[config.mk]
export PLATFORM = sky130hd
export DESIGN_NAME = display_scan_controller
export DESIGN_NICKNAME = d
export VERILOG_FILES = /design/src/rtl/display_scan_controller.sv
export SDC_FILE = /design/constraint.sdc
export NUM_CORES = 1
export LEC_CHECK = 0
export ABC_CLOCK_PERIOD_IN_PS = 2200
export BUFFER_PORTS_ARGS = -buffer_cell sky130_fd_sc_hd__buf_4
export CAP_MARGIN = 40
export CORE_MARGIN = 5
export CORE_UTILIZATION = 55
export DETAILED_ROUTE_END_ITERATION = 10
export PLACE_DENSITY = 0.75
export RECOVER_POWER = 25
export SLEW_MARGIN = 40
export SYNTH_ARGS = -nofsm -noshare
export SYNTH_HDL_FRONTEND = slang
export SYNTH_SLANG_ARGS = --single-unit
export TNS_END_PERCENT = 5
[constraint.sdc]
create_clock -name CLK -period 2.2 [get_ports CLK]
set_input_delay 0.22 -clock CLK [delete_from_list [all_inputs] [get_ports CLK]]
set_output_delay 0.22 -clock CLK [all_outputs]
set_load 0.02 [all_outputs]
[src/rtl/display_scan_controller.sv]
// ---------------------------------------------------------------------------
// display_scan_controller
//
// Purpose:
//   Time-multiplexes a 16-bit value and four decimal points onto a 4-digit
//   display, one digit per slot, for a downstream binary-to-hex decoder.
//   New values are double-buffered. They only reach the display registers at
//   a frame boundary, so a displayed frame never mixes two values.
//
// Parameters:
//   TICK_DIV  CLK cycles per digit slot (>= 2)
//   CNT_W     prescaler width, 2**CNT_W >= TICK_DIV
//
// Ports:
//   CLK       in   system clock, rising edge
//   RESET_N   in   asynchronous active-low reset
//   VALUE_IN  in   16-bit value, digit k = VALUE_IN[4k+3:4k], digit 0 rightmost
//   DOTS_IN   in   decimal points, bit k belongs to digit k
//   LOAD      in   capture VALUE_IN/DOTS_IN for the next frame
//   BLANK_LZ  in   1 = suppress leading zeros
//   LOAD_ACK  out  one-cycle pulse when a captured value becomes displayed
//   BINARY    out  nibble of the active digit
//   SEGMENT   out  active digit index 0..3
//   DOT       out  decimal point of the active digit
//   BLANK     out  1 = force segments a-g off for the active digit
// ---------------------------------------------------------------------------
module display_scan_controller #(
    parameter int TICK_DIV = 100000,
    parameter int CNT_W    = 17
) (
    input  logic        CLK,
    input  logic        RESET_N,
    input  logic [15:0] VALUE_IN,
    input  logic [3:0]  DOTS_IN,
    input  logic        LOAD,
    input  logic        BLANK_LZ,
    output logic        LOAD_ACK,
    output logic [3:0]  BINARY,
    output logic [1:0]  SEGMENT,
    output logic        DOT,
    output logic        BLANK
);

    logic [CNT_W-1:0] cnt;
    logic [1:0]       seg;
    logic [15:0]      disp_val;
    logic [3:0]       disp_dots;
    logic [15:0]      pend_val;
    logic [3:0]       pend_dots;
    logic             pend_flag;
    logic             ack;
    logic             blank_lz_q;

    logic tick;
    logic boundary;

    assign tick     = (cnt == CNT_W'(TICK_DIV - 1));
    assign boundary = tick && (seg == 2'd3);

    // Prescaler and digit index.
    always_ff @(posedge CLK or negedge RESET_N) begin
        if (!RESET_N) begin
            cnt <= '0;
            seg <= 2'd0;
        end else begin
            if (tick) begin
                cnt <= '0;
                seg <= seg + 2'd1;
            end else begin
                cnt <= cnt + CNT_W'(1);
            end
        end
    end

    // Double buffer. A LOAD coinciding with the boundary bypasses the pending
    // registers so that the most recent request always wins.
    always_ff @(posedge CLK or negedge RESET_N) begin
        if (!RESET_N) begin
            disp_val  <= '0;
            disp_dots <= '0;
            pend_val  <= '0;
            pend_dots <= '0;
            pend_flag <= 1'b0;
            ack       <= 1'b0;
        end else begin
            ack <= 1'b0;
            if (boundary) begin
                if (LOAD) begin
                    disp_val  <= VALUE_IN;
                    disp_dots <= DOTS_IN;
                    ack       <= 1'b1;
                end else if (pend_flag) begin
                    disp_val  <= pend_val;
                    disp_dots <= pend_dots;
                    ack       <= 1'b1;
                end
                pend_flag <= 1'b0;
            end else if (LOAD) begin
                pend_val  <= VALUE_IN;
                pend_dots <= DOTS_IN;
                pend_flag <= 1'b1;
            end
        end
    end

    // BLANK_LZ is registered so that no input reaches an output combinationally.
    always_ff @(posedge CLK or negedge RESET_N) begin
        if (!RESET_N) begin
            blank_lz_q <= 1'b0;
        end else begin
            blank_lz_q <= BLANK_LZ;
        end
    end

    // Output decode from registered state only.
    assign SEGMENT  = seg;
    assign LOAD_ACK = ack;
    assign BINARY   = disp_val[{seg, 2'b00} +: 4];
    assign DOT      = disp_dots[seg];

    // Digit k is a leading zero when nibbles k..3 are all zero; digit 0 always shows.
    always_comb begin
        BLANK = 1'b0;
        if (blank_lz_q) begin
            case (seg)
                2'd1:    BLANK = (disp_val[15:4]  == 12'd0);
                2'd2:    BLANK = (disp_val[15:8]  == 8'd0);
                2'd3:    BLANK = (disp_val[15:12] == 4'd0);
                default: BLANK = 1'b0;
            endcase
        end
    end

endmodule
==> out/results.tsv, run 1 <==
metric	value	unit
DRC marker count from the first detailed-route iteration	222	
Core Region	0.005608	mm^2
Clock Path Buffers	2	
slew at the pin closest to its max-slew limit	0.6598	ns
endpoints failing hold	0	
starting utilization of the core area	57.32	%
share of cells above drive strength 1	31.68	%
Remaining Overflow, GRT	0	
Final Skew	0.009048	ns
global-route usage over all layers	19.91	%
Hold Worst Slack	0.1247	ns
net count after synthesis	297	
critical path peak fanout	6	
wire length of the first global-routing pass	11.45	mm
Detail Route Antenna Nets	0	
setup TNS	0	ns
pin count of the biggest net entering global routing	63	
leakage	1.722	nW
Req. time, crit path	1.98	ns
sequential cell area	0.001553	mm^2
clock tree from TritonCTS	built	
worst min-delay path category	input port to flip-flop	
floorplan die height	86.45	um
wirelength, routed	6.694	mm
total of flip-flops plus latches after synthesis	62	
Area Growth Syn to Fin	14.91	%
number of filler cells placed in the layout	458	
result of the run	finished, final reports clean	
count of maximum capacitance violations	0	
Max Clk Rate	469.7	MHz
die footprint	0.007473	mm^2
clock buffers created by TritonCTS	9	
setup repair after global routing missed its margin	false	
vias per cell	6.029	
router iterations before antenna repair	4	
standard-cell row count	27	
power per standard cell area	643.4	mW/mm^2
clock input transition at the sequential cells of the worst setup and hold paths	0.07	ns
area occupied by multi-input gates	0.001523	mm^2
clock root cell	sky130_fd_sc_hd__clkbuf_8	
average cell area after synthesis	11.99	um^2
Die Width	86.45	um
clk_lat worst skew	0.34	ns
initial antenna violation count	0	
post-layout net count	327	
io pins	33	
kind of end point of the critical path	output pin	
number of enable flip-flop cells after synthesis	0	
final slew viol count	0	
core utilization of the finished layout	65.86	%
clock sink count	62	
Antenna diodes	0	
area of the mapped netlist	0.003214	mm^2
async set-or-reset flop fraction in the synthesized netlist	100.0	%
prevailing post-synth register cell	sky130_fd_sc_hd__dfrtp_1	
startpoint-to-endpoint class of the critical path	flip-flop to output pin	
number of design rule violations left after detail routing	0	
IO buf count	32	
number of buffers inserted to repair setup after CTS	0	
vias	2261	
wire per inst	17.85	um
period utilization	96.77	%
vias in the first global route	2305	
number of setup violations in the final report	0	
cell count after synthesis	268	
Worst setup SP type	flip-flop	
Max VDD drop	429.0	uV
HPWL after detailed placement	4.434	mm
post-synthesis sequential area ratio	48.27	%
clock period minus worst slack	2.129	ns
crit path DAT	1.91	ns
H-tree depth	3	
post-synthesis cell type count	46	
relative max-transition margin	56.01	%
warning count from the yosys run	0	
Routability Congestion	0.8243	
## state kept, by name, indices dropped and copies added, names as in the netlist
signal / flops
cnt: 17
disp_dots: 4
pend_flag: 1
SEGMENT: 2
pend_dots: 4
blank_lz_q: 1
pend_val: 16
LOAD_ACK: 1
disp_val: 16
## cell type report
class                      instances  area share (%)
clock buffer                      12           4.201
clock inverter                     4           1.220
inverter                           3          0.3049
multi-input combinational        181           41.23
sequential                        62           42.04
tap                               72           2.439
timing repair buffer              41           8.570
## cell usage after synthesis, types with 2 or more instances
cell                         n  area [um^2]
sky130_fd_sc_hd__a21o_1      2        15.01
sky130_fd_sc_hd__a21oi_1     4        20.02
sky130_fd_sc_hd__a31oi_1    16        100.1
sky130_fd_sc_hd__and2_1      2        12.51
sky130_fd_sc_hd__and3_1      4        25.02
sky130_fd_sc_hd__and3b_1     3        26.28
sky130_fd_sc_hd__and4_1      3        26.28
sky130_fd_sc_hd__and4_4      2        22.52
sky130_fd_sc_hd__buf_2       6        30.03
sky130_fd_sc_hd__buf_6       4        45.04
sky130_fd_sc_hd__clkbuf_1   10        37.54
sky130_fd_sc_hd__dfrtp_1    62         1551
sky130_fd_sc_hd__ha_1        5        62.56
sky130_fd_sc_hd__inv_1       3        11.26
sky130_fd_sc_hd__mux2_4     20        300.3
sky130_fd_sc_hd__mux4_2      5        112.6
sky130_fd_sc_hd__nand2_1     6        22.52
sky130_fd_sc_hd__nand3_1     7        35.03
sky130_fd_sc_hd__nand4_1     4        25.02
sky130_fd_sc_hd__nor2_1     32        120.1
sky130_fd_sc_hd__nor3_1     11        55.05
sky130_fd_sc_hd__nor4_1      2        12.51
sky130_fd_sc_hd__nor4b_2     2        30.03
sky130_fd_sc_hd__nor4bb_1    2        20.02
sky130_fd_sc_hd__o221a_1    10        112.6
sky130_fd_sc_hd__o221a_2     7        78.83
sky130_fd_sc_hd__o2bb2ai_1   2        17.52
sky130_fd_sc_hd__or4_1       2        15.01
sky130_fd_sc_hd__xnor2_1     5        43.79
sky130_fd_sc_hd__xor2_1      9        78.83
## critical path: stages (launching register included)
cell and delay (ns):
sky130_fd_sc_hd__dfrtp_1 0.51, sky130_fd_sc_hd__inv_1 0.17, sky130_fd_sc_hd__ha_1 0.17, sky130_fd_sc_hd__a21o_1 0.08, sky130_fd_sc_hd__a21oi_1 0.06, sky130_fd_sc_hd__nor4b_1 0.37
sky130_fd_sc_hd__buf_4 0.21
## timing repair
item	4_1_cts	5_1_grt
hold buffers	2	0
resized for setup	0	2
endpoints found under the setup margin	0	1
hold endpoints to repair	63	0
## placed cells by master, fill, tap and decap left out, types with 2 or more instances in the layout
master	n
sky130_fd_sc_hd__dfrtp_1	61
sky130_fd_sc_hd__buf_4	37
sky130_fd_sc_hd__nor2_1	32
sky130_fd_sc_hd__mux2_4	20
sky130_fd_sc_hd__a31oi_1	16
sky130_fd_sc_hd__nor3_1	11
sky130_fd_sc_hd__clkbuf_8	11
sky130_fd_sc_hd__o221a_1	10
sky130_fd_sc_hd__xor2_1	9
sky130_fd_sc_hd__nand3_1	7
sky130_fd_sc_hd__o221a_2	7
sky130_fd_sc_hd__nand2_1	6
sky130_fd_sc_hd__mux4_2	5
sky130_fd_sc_hd__xnor2_1	5
sky130_fd_sc_hd__ha_1	5
sky130_fd_sc_hd__and3_1	4
sky130_fd_sc_hd__a21oi_1	4
sky130_fd_sc_hd__nand4_1	4
sky130_fd_sc_hd__inv_1	3
sky130_fd_sc_hd__and4_1	3
sky130_fd_sc_hd__and3b_1	3
sky130_fd_sc_hd__clkinv_2	3
sky130_fd_sc_hd__or4_1	2
sky130_fd_sc_hd__nor4b_2	2
sky130_fd_sc_hd__and4_4	2
sky130_fd_sc_hd__and2_1	2
sky130_fd_sc_hd__a21o_1	2
sky130_fd_sc_hd__nor4bb_1	2
sky130_fd_sc_hd__o2bb2ai_1	2
sky130_fd_sc_hd__dlygate4sd3_1	2
## per-stage QoR
step	area, um^2	worst slack (ns)	cells	power [W]
floorplan	3214	0.02759	268	0.001318
global placement	3462	0.3053	357	0.001391
detailed placement	3462	0.2606	357	0.001394
CTS	3682	0.02838	375	0.002393
global route	3694	0.005048	375	0.002474
finish	3694	0.07107	375	0.002376
## kinds of logic (layout without fill, tap and decap cells)
logic type               Yosys count  in the layout  synth area share [%]
AO/OA/AOI/OAI                     47             47                 12.34
XOR/XNOR                          14             14                 3.815
adder cells (fa/ha/maj)            5              5                 1.946
buffers and inverters             25             60                 4.554
flip-flops                        62             62                 48.27
multiplexers                      26             26                 13.16
AND/OR/NAND/NOR                   89             89                 15.92
## layer usage
layer	GRT usage [%]	routed length, um	up-vias
met3	3.707	250	9
met2	30.74	3266	44
met5	0	0	-
met4	8.357	86	0
li1	-	-	1066
met1	27.65	3091	1142
## path summary, 6_finish.rpt
path / endpoint / slack, ns / cells after the start / start
max: BLANK / 0.07 / 6 / SEGMENT[0]
min reg2reg: cnt[0] / 0.47 / 1 / cnt[0]
min: pend_val[6] / 0.12 / 2 / VALUE_IN[6]
min in group asynchronous: cnt[11] / 0.43 / 2 / RESET_N
max reg2reg: pend_val[1] / 0.25 / 6 / cnt[0]
max in group asynchronous: SEGMENT[1] / 1.38 / 2 / RESET_N
## report_power, final
| group | internal (W) | switching [W] | leakage, nW |
|---|---|---|---|
| Clock | 0.000579 | 0.000420 | 0.106 |
| Combinational | 0.0000993 | 0.0000745 | 0.821 |
| Sequential | 0.00118 | 0.0000237 | 0.795 |
(Power assumes the default switching activity.)
==> inputs of run 2 (changes only) <==
--- a/config.mk
+++ b/config.mk
@@ -12,7 +12,7 @@
 export CORE_UTILIZATION = 55
 export DETAILED_ROUTE_END_ITERATION = 10
 export PLACE_DENSITY = 0.75
-export RECOVER_POWER = 25
+export RECOVER_POWER = 50
 export SLEW_MARGIN = 40
 export SYNTH_ARGS = -nofsm -noshare
 export SYNTH_HDL_FRONTEND = slang
==> run 2 against run 1 <==
  * Clock-buffer cell count did not move
  * Routed wire length shrank 0.15%
  * Worst hold slack about the same
  * Sequential power is essentially flat
  * Register-to-register slack about the same
  * Via count is 0.40% higher
  * First-iteration DRC count is 0.90% lower
  * Critical path depth unchanged
  * Sequential share of layout area hardly changed
  * Clock power is essentially flat
  * Critical path type unchanged
  * Largest cell class unchanged
  * Largest power group unchanged
==> out/results.tsv, run 2 (same netlist as run 1, synthesis figures left out) <==
metric	value	unit
result of the run	finished, final reports clean	
sequential group share of total power	50.7	%
global-route usage over all layers	19.91	%
io pins	33	
leakage	1.718	nW
Final Skew	0.009221	ns
pin count of the biggest net entering global routing	63	
Clock Path Buffers	2	
Worst setup SP type	flip-flop	
Antenna diodes	0	
final slew viol count	0	
period utilization	96.80	%
DRC marker count from the first detailed-route iteration	220	
Detail Route Antenna Nets	0	
floorplan die height	86.45	um
summed area of non-filler cells in the final layout	0.003690	mm^2
number of setup violations in the final report	0	
Die Width	86.45	um
clock root cell	sky130_fd_sc_hd__clkbuf_8	
power per standard cell area	644.0	mW/mm^2
Hold Worst Slack	0.1244	ns
Switching Share	21.78	%
Logic pwr share	7.3	%
kind of end point of the critical path	output pin	
clk_lat worst skew	0.34	ns
most flop-heavy register	cnt	
top flop regs	cnt (17), disp_val (16), pend_val (16)	
slew at the pin closest to its max-slew limit	0.6529	ns
vias in the first global route	2305	
number of flip-flops under the largest register name	17	
most common cell after layout, fill and taps aside	sky130_fd_sc_hd__dfrtp_1	
count of maximum capacitance violations	0	
Max VDD drop	429.1	uV
clock input transition at the sequential cells of the worst setup and hold paths	0.07	ns
part of the total power dissipated in the clock network	42.0	%
highest-count cells in the layout ignoring fill and taps	61 x sky130_fd_sc_hd__dfrtp_1, 36 x sky130_fd_sc_hd__buf_4, 32 x sky130_fd_sc_hd__nor2_1	
share of cells above drive strength 1	31.35	%
crit path DAT	1.91	ns
clock buffers created by TritonCTS	9	
starting utilization of the core area	57.32	%
setup TNS	0	ns
P_sw	0.0005175	W
vias	2270	
wire per inst	17.82	um
endpoints failing hold	0	
Area Growth Syn to Fin	14.79	%
router iterations before antenna repair	4	
Routability Congestion	0.8243	
HPWL after detailed placement	4.434	mm
critical path peak fanout	6	
standard-cell row count	27	
wire length of the first global-routing pass	11.45	mm
Req. time, crit path	1.98	ns
clock period minus worst slack	2.130	ns
total cell area at the placement stage	0.003462	mm^2
initial antenna violation count	0	
post-layout net count	327	
clock tree from TritonCTS	built	
worst min-delay path category	input port to flip-flop	
relative max-transition margin	56.47	%
IO buf count	32	
vias per cell	6.053	
setup repair after global routing missed its margin	false	
clock sink count	62	
H-tree depth	3	
number of design rule violations left after detail routing	0	
number of buffers inserted to repair setup after CTS	0	
die footprint	0.007473	mm^2
Core Region	0.005608	mm^2
wirelength, routed	6.684	mm
Max Clk Rate	469.6	MHz
Remaining Overflow, GRT	0	
startpoint-to-endpoint class of the critical path	flip-flop to output pin	
Int Power	0.001859	W
run 2: metal layers:
metal / part of all wire (%) / vias up / track usage (%)
li1: - / 1067 / -
met1: 46 / 1144 / 27.65
met2: 49 / 50 / 30.74
met3: 3.9 / 9 / 3.707
met4: 1.3 / 0 / 8.357
met5: 0 / - / 0
run 2: power by group through the flow:
stage	registers, W	logic (W)	clock network [W]
after detailed placement	0.00122	0.000172	0
after floorplan	0.00122	0.000102	0
final	0.00120	0.000174	0.000999
after global routing	0.00121	0.000191	0.00108
after CTS	0.00120	0.000175	0.00102
after global placement	0.00122	0.000168	0
run 2: area by class of cell:
| cell class | instances | area, um^2 |
|---|---|---|
| tap | 72 | 90.09 |
| timing repair buffer | 41 | 312.8 |
| inverter | 3 | 11.26 |
| clock buffer | 12 | 155.1 |
| clock inverter | 4 | 45.04 |
| sequential | 62 | 1553 |
| fill | 460 | 1918 |
| multi-input combinational | 181 | 1523 |
run 2: metrics by stage:
stage	utilization, %	instances	total power, W	worst slack, ns
after floorplan	-	268	0.001318	0.02759
after global placement	61.74	357	0.001391	0.3053
after detailed placement	61.74	357	0.001394	0.2606
after CTS	65.66	375	0.002393	0.02838
after global routing	65.80	375	0.002474	0.005048
final	65.80	375	0.002376	0.07040
run 2: what timing repair did:
item / CTS / global route
setup endpoints to repair: 0 / 1
hold endpoints to repair: 63 / 0
hold buffers: 2 / 0
gates resized for setup: 0 / 2
run 2: final timing paths:
kind                              from          end  slack (ns)  cells past startpoint
max reg2reg                     cnt[0]  pend_val[1]        0.25                      6
min in group asynchronous      RESET_N      cnt[11]        0.43                      2
min reg2reg                     cnt[0]       cnt[0]        0.47                      1
min                        VALUE_IN[6]  pend_val[6]        0.12                      2
max                         SEGMENT[0]        BLANK        0.07                      6
max in group asynchronous      RESET_N   SEGMENT[1]        1.38                      2
run 2: critical path: stages (launching register included):
cell and delay (ns):
sky130_fd_sc_hd__dfrtp_1 0.51, sky130_fd_sc_hd__inv_1 0.17, sky130_fd_sc_hd__ha_1 0.17, sky130_fd_sc_hd__a21o_1 0.08, sky130_fd_sc_hd__a21oi_1 0.06, sky130_fd_sc_hd__nor4b_1 0.37, sky130_fd_sc_hd__buf_4 0.21
==> inputs of run 3 (changes only) <==
--- a/config.mk
+++ b/config.mk
@@ -8,10 +8,12 @@
 export ABC_CLOCK_PERIOD_IN_PS = 2200
 export BUFFER_PORTS_ARGS = -buffer_cell sky130_fd_sc_hd__buf_4
 export CAP_MARGIN = 40
+export CELL_PAD_IN_SITES_DETAIL_PLACEMENT = 0
+export CELL_PAD_IN_SITES_GLOBAL_PLACEMENT = 2
 export CORE_MARGIN = 5
-export CORE_UTILIZATION = 55
+export CORE_UTILIZATION = 40
 export DETAILED_ROUTE_END_ITERATION = 10
-export PLACE_DENSITY = 0.75
+export PLACE_DENSITY_LB_ADDON = 0.1
 export RECOVER_POWER = 50
 export SLEW_MARGIN = 40
 export SYNTH_ARGS = -nofsm -noshare
==> run 3 against run 2 <==
  * The run now ends with max-capacitance violations, max-slew violations left
  * Cell count is 8.3% higher
  * Clock skew grew 0.0048 ns
  * Critical endpoint unchanged
  * Largest power group unchanged
  * Worst hold slack worse by 0.0018 ns
  * Via count fell by 3.0%
  * Register-to-register slack hardly changed
  * Highest routed layer unchanged
==> out/results.tsv, run 3 (same netlist as run 1, synthesis figures left out) <==
metric	value	unit
Core Region	0.007767	mm^2
number of flip-flops under the largest register name	17	
number of design rule violations left after detail routing	0	
H-tree depth	3	
HPWL after detailed placement	4.859	mm
Routability Congestion	0.7224	
vias in the first global route	2238	
Worst setup SP type	flip-flop	
violated checks	max-capacitance violations, max-slew violations	
Req. time, crit path	1.98	ns
final slew viol count	63	
highest-count cells in the layout ignoring fill and taps	62 x sky130_fd_sc_hd__dfrtp_1, 37 x sky130_fd_sc_hd__buf_4, 32 x sky130_fd_sc_hd__nor2_1	
router iterations before antenna repair	4	
Remaining Overflow, GRT	0	
floorplan die height	99.64	um
Final Skew	0.01405	ns
setup repair after global routing missed its margin	false	
P_sw	0.0005317	W
most common cell after layout, fill and taps aside	sky130_fd_sc_hd__dfrtp_1	
GR Util met1	22.90	%
worst-case setup slack after placement	0.2441	ns
relative max-transition margin	-4.735	%
cell class contributing the biggest share of worst-path delay	simple AND/OR/NAND/NOR gates	
part of the total power dissipated in the clock network	44.4	%
period utilization	92.01	%
busiest layer in global routing	met2	
most flop-heavy register	cnt	
clock sink count	62	
met3 layer usage reported by global route	4.769	%
kind of end point of the critical path	output pin	
Detail Route Antenna Nets	0	
wire per inst	18.15	um
total cell area at the placement stage	0.003515	mm^2
total buffers and inverters traversed by the critical path	1	
final critical-path setup slack	0.1758	ns
vias per cell	5.424	
sequential group share of total power	48.5	%
summed area of non-filler cells in the final layout	0.003750	mm^2
global-route usage over all layers	15.98	%
Area Growth Syn to Fin	16.66	%
Clock Path Buffers	2	
Max Clk Rate	494.0	MHz
clock tree from TritonCTS	built	
clk_lat worst skew	0.34	ns
Antenna diodes	0	
number of filler cells placed in the layout	734	
IO buf count	32	
clock root cell	sky130_fd_sc_hd__clkbuf_8	
number of setup violations in the final report	0	
power per standard cell area	660.5	mW/mm^2
standard-cell row count	32	
endpoints failing hold	0	
startpoint-to-endpoint class of the critical path	flip-flop to output pin	
clock buffers created by TritonCTS	9	
clock period minus worst slack	2.024	ns
number of buffers inserted to repair setup after CTS	0	
critical path peak fanout	4	
count of maximum capacitance violations	1	
Die Width	99.64	um
wire length of the first global-routing pass	12.13	mm
clock input transition at the sequential cells of the worst setup and hold paths	0.07	ns
DRC marker count from the first detailed-route iteration	109	
crit path DAT	1.80	ns
die footprint	0.009928	mm^2
Switching Share	21.47	%
slew at the pin closest to its max-slew limit	1.571	ns
setup TNS	0	ns
Max VDD drop	381.3	uV
post-layout net count	328	
Logic pwr share	7.1	%
worst-path cell chain	or4_1 -> nor4b_1 -> buf_4	
io pins	33	
vias	2202	
largest stage delay on the critical path	0.56	ns
share of cells above drive strength 1	30.92	%
pin count of the biggest net entering global routing	63	
starting utilization of the core area	41.38	%
top flop regs	cnt (17), disp_val (16), pend_val (16)	
standard cell with the maximum stage delay on the critical path	sky130_fd_sc_hd__or4_1	
M2 GR Usage	23.04	%
initial antenna violation count	0	
worst min-delay path category	input port to flip-flop	
leakage	1.731	nW
wirelength, routed	7.368	mm
Int Power	0.001945	W
result of the run	finished with violations	
-- run 3: cell type report --
| cell class | count | area, um^2 | area share, % |
|---|---|---|---|
| clock buffer | 12 | 145.1 | 3.871 |
| clock inverter | 4 | 70.07 | 1.869 |
| inverter | 3 | 11.26 | 0.3003 |
| multi-input combinational | 181 | 1530 | 40.81 |
| sequential | 62 | 1551 | 41.37 |
| tap | 102 | 127.6 | 3.403 |
| timing repair buffer | 42 | 314.1 | 8.375 |
-- run 3: worst paths after layout --
| kind | start | end | slack, ns | cells past startpoint |
|---|---|---|---|---|
| worst max-delay path | disp_val[15] | BLANK | 0.18 | 3 |
| worst min register to register | cnt[0] | cnt[0] | 0.49 | 1 |
| min in group asynchronous | RESET_N | cnt[15] | 0.82 | 2 |
| worst min-delay path | VALUE_IN[1] | pend_val[1] | 0.12 | 2 |
| max in group asynchronous | RESET_N | pend_val[4] | 0.44 | 2 |
| worst max register to register | cnt[0] | pend_val[5] | 0.24 | 6 |
-- run 3: per-stage QoR --
| stage | util [%] | total power, W | hold slack (ns) | cells |
|---|---|---|---|---|
| after floorplan | - | 0.001318 | -0.07559 | 268 |
| after global placement | 45.25 | 0.001398 | 0.3294 | 388 |
| after detailed placement | 45.25 | 0.001399 | 0.3306 | 388 |
| after CTS | 48.28 | 0.002522 | 0.1024 | 406 |
| after global routing | 48.28 | 0.002592 | 0.1003 | 406 |
| final | 48.28 | 0.002477 | 0.1226 | 406 |
-- run 3: routing by layer --
layer / vias up / wire (um)
met2: 49 / 3380
met1: 1084 / 3561
li1: 1064 / -
met4: 0 / 55
met3: 5 / 370
met5: - / 0
-- run 3: power by group through the flow --
stage	sequential, W	combinational, W	clock (W)
after floorplan	0.00122	0.000102	0
after global placement	0.00122	0.000175	0
after detailed placement	0.00122	0.000177	0
after CTS	0.00120	0.000180	0.00114
after global routing	0.00121	0.000194	0.00119
final	0.00120	0.000176	0.00110
-- run 3: what timing repair did --
action                                  4_1_cts  5_1_grt
endpoints found under the hold margin         9        0
hold buffers                                  2        0
endpoints found under the setup margin        0        1
resized for setup                             0        1
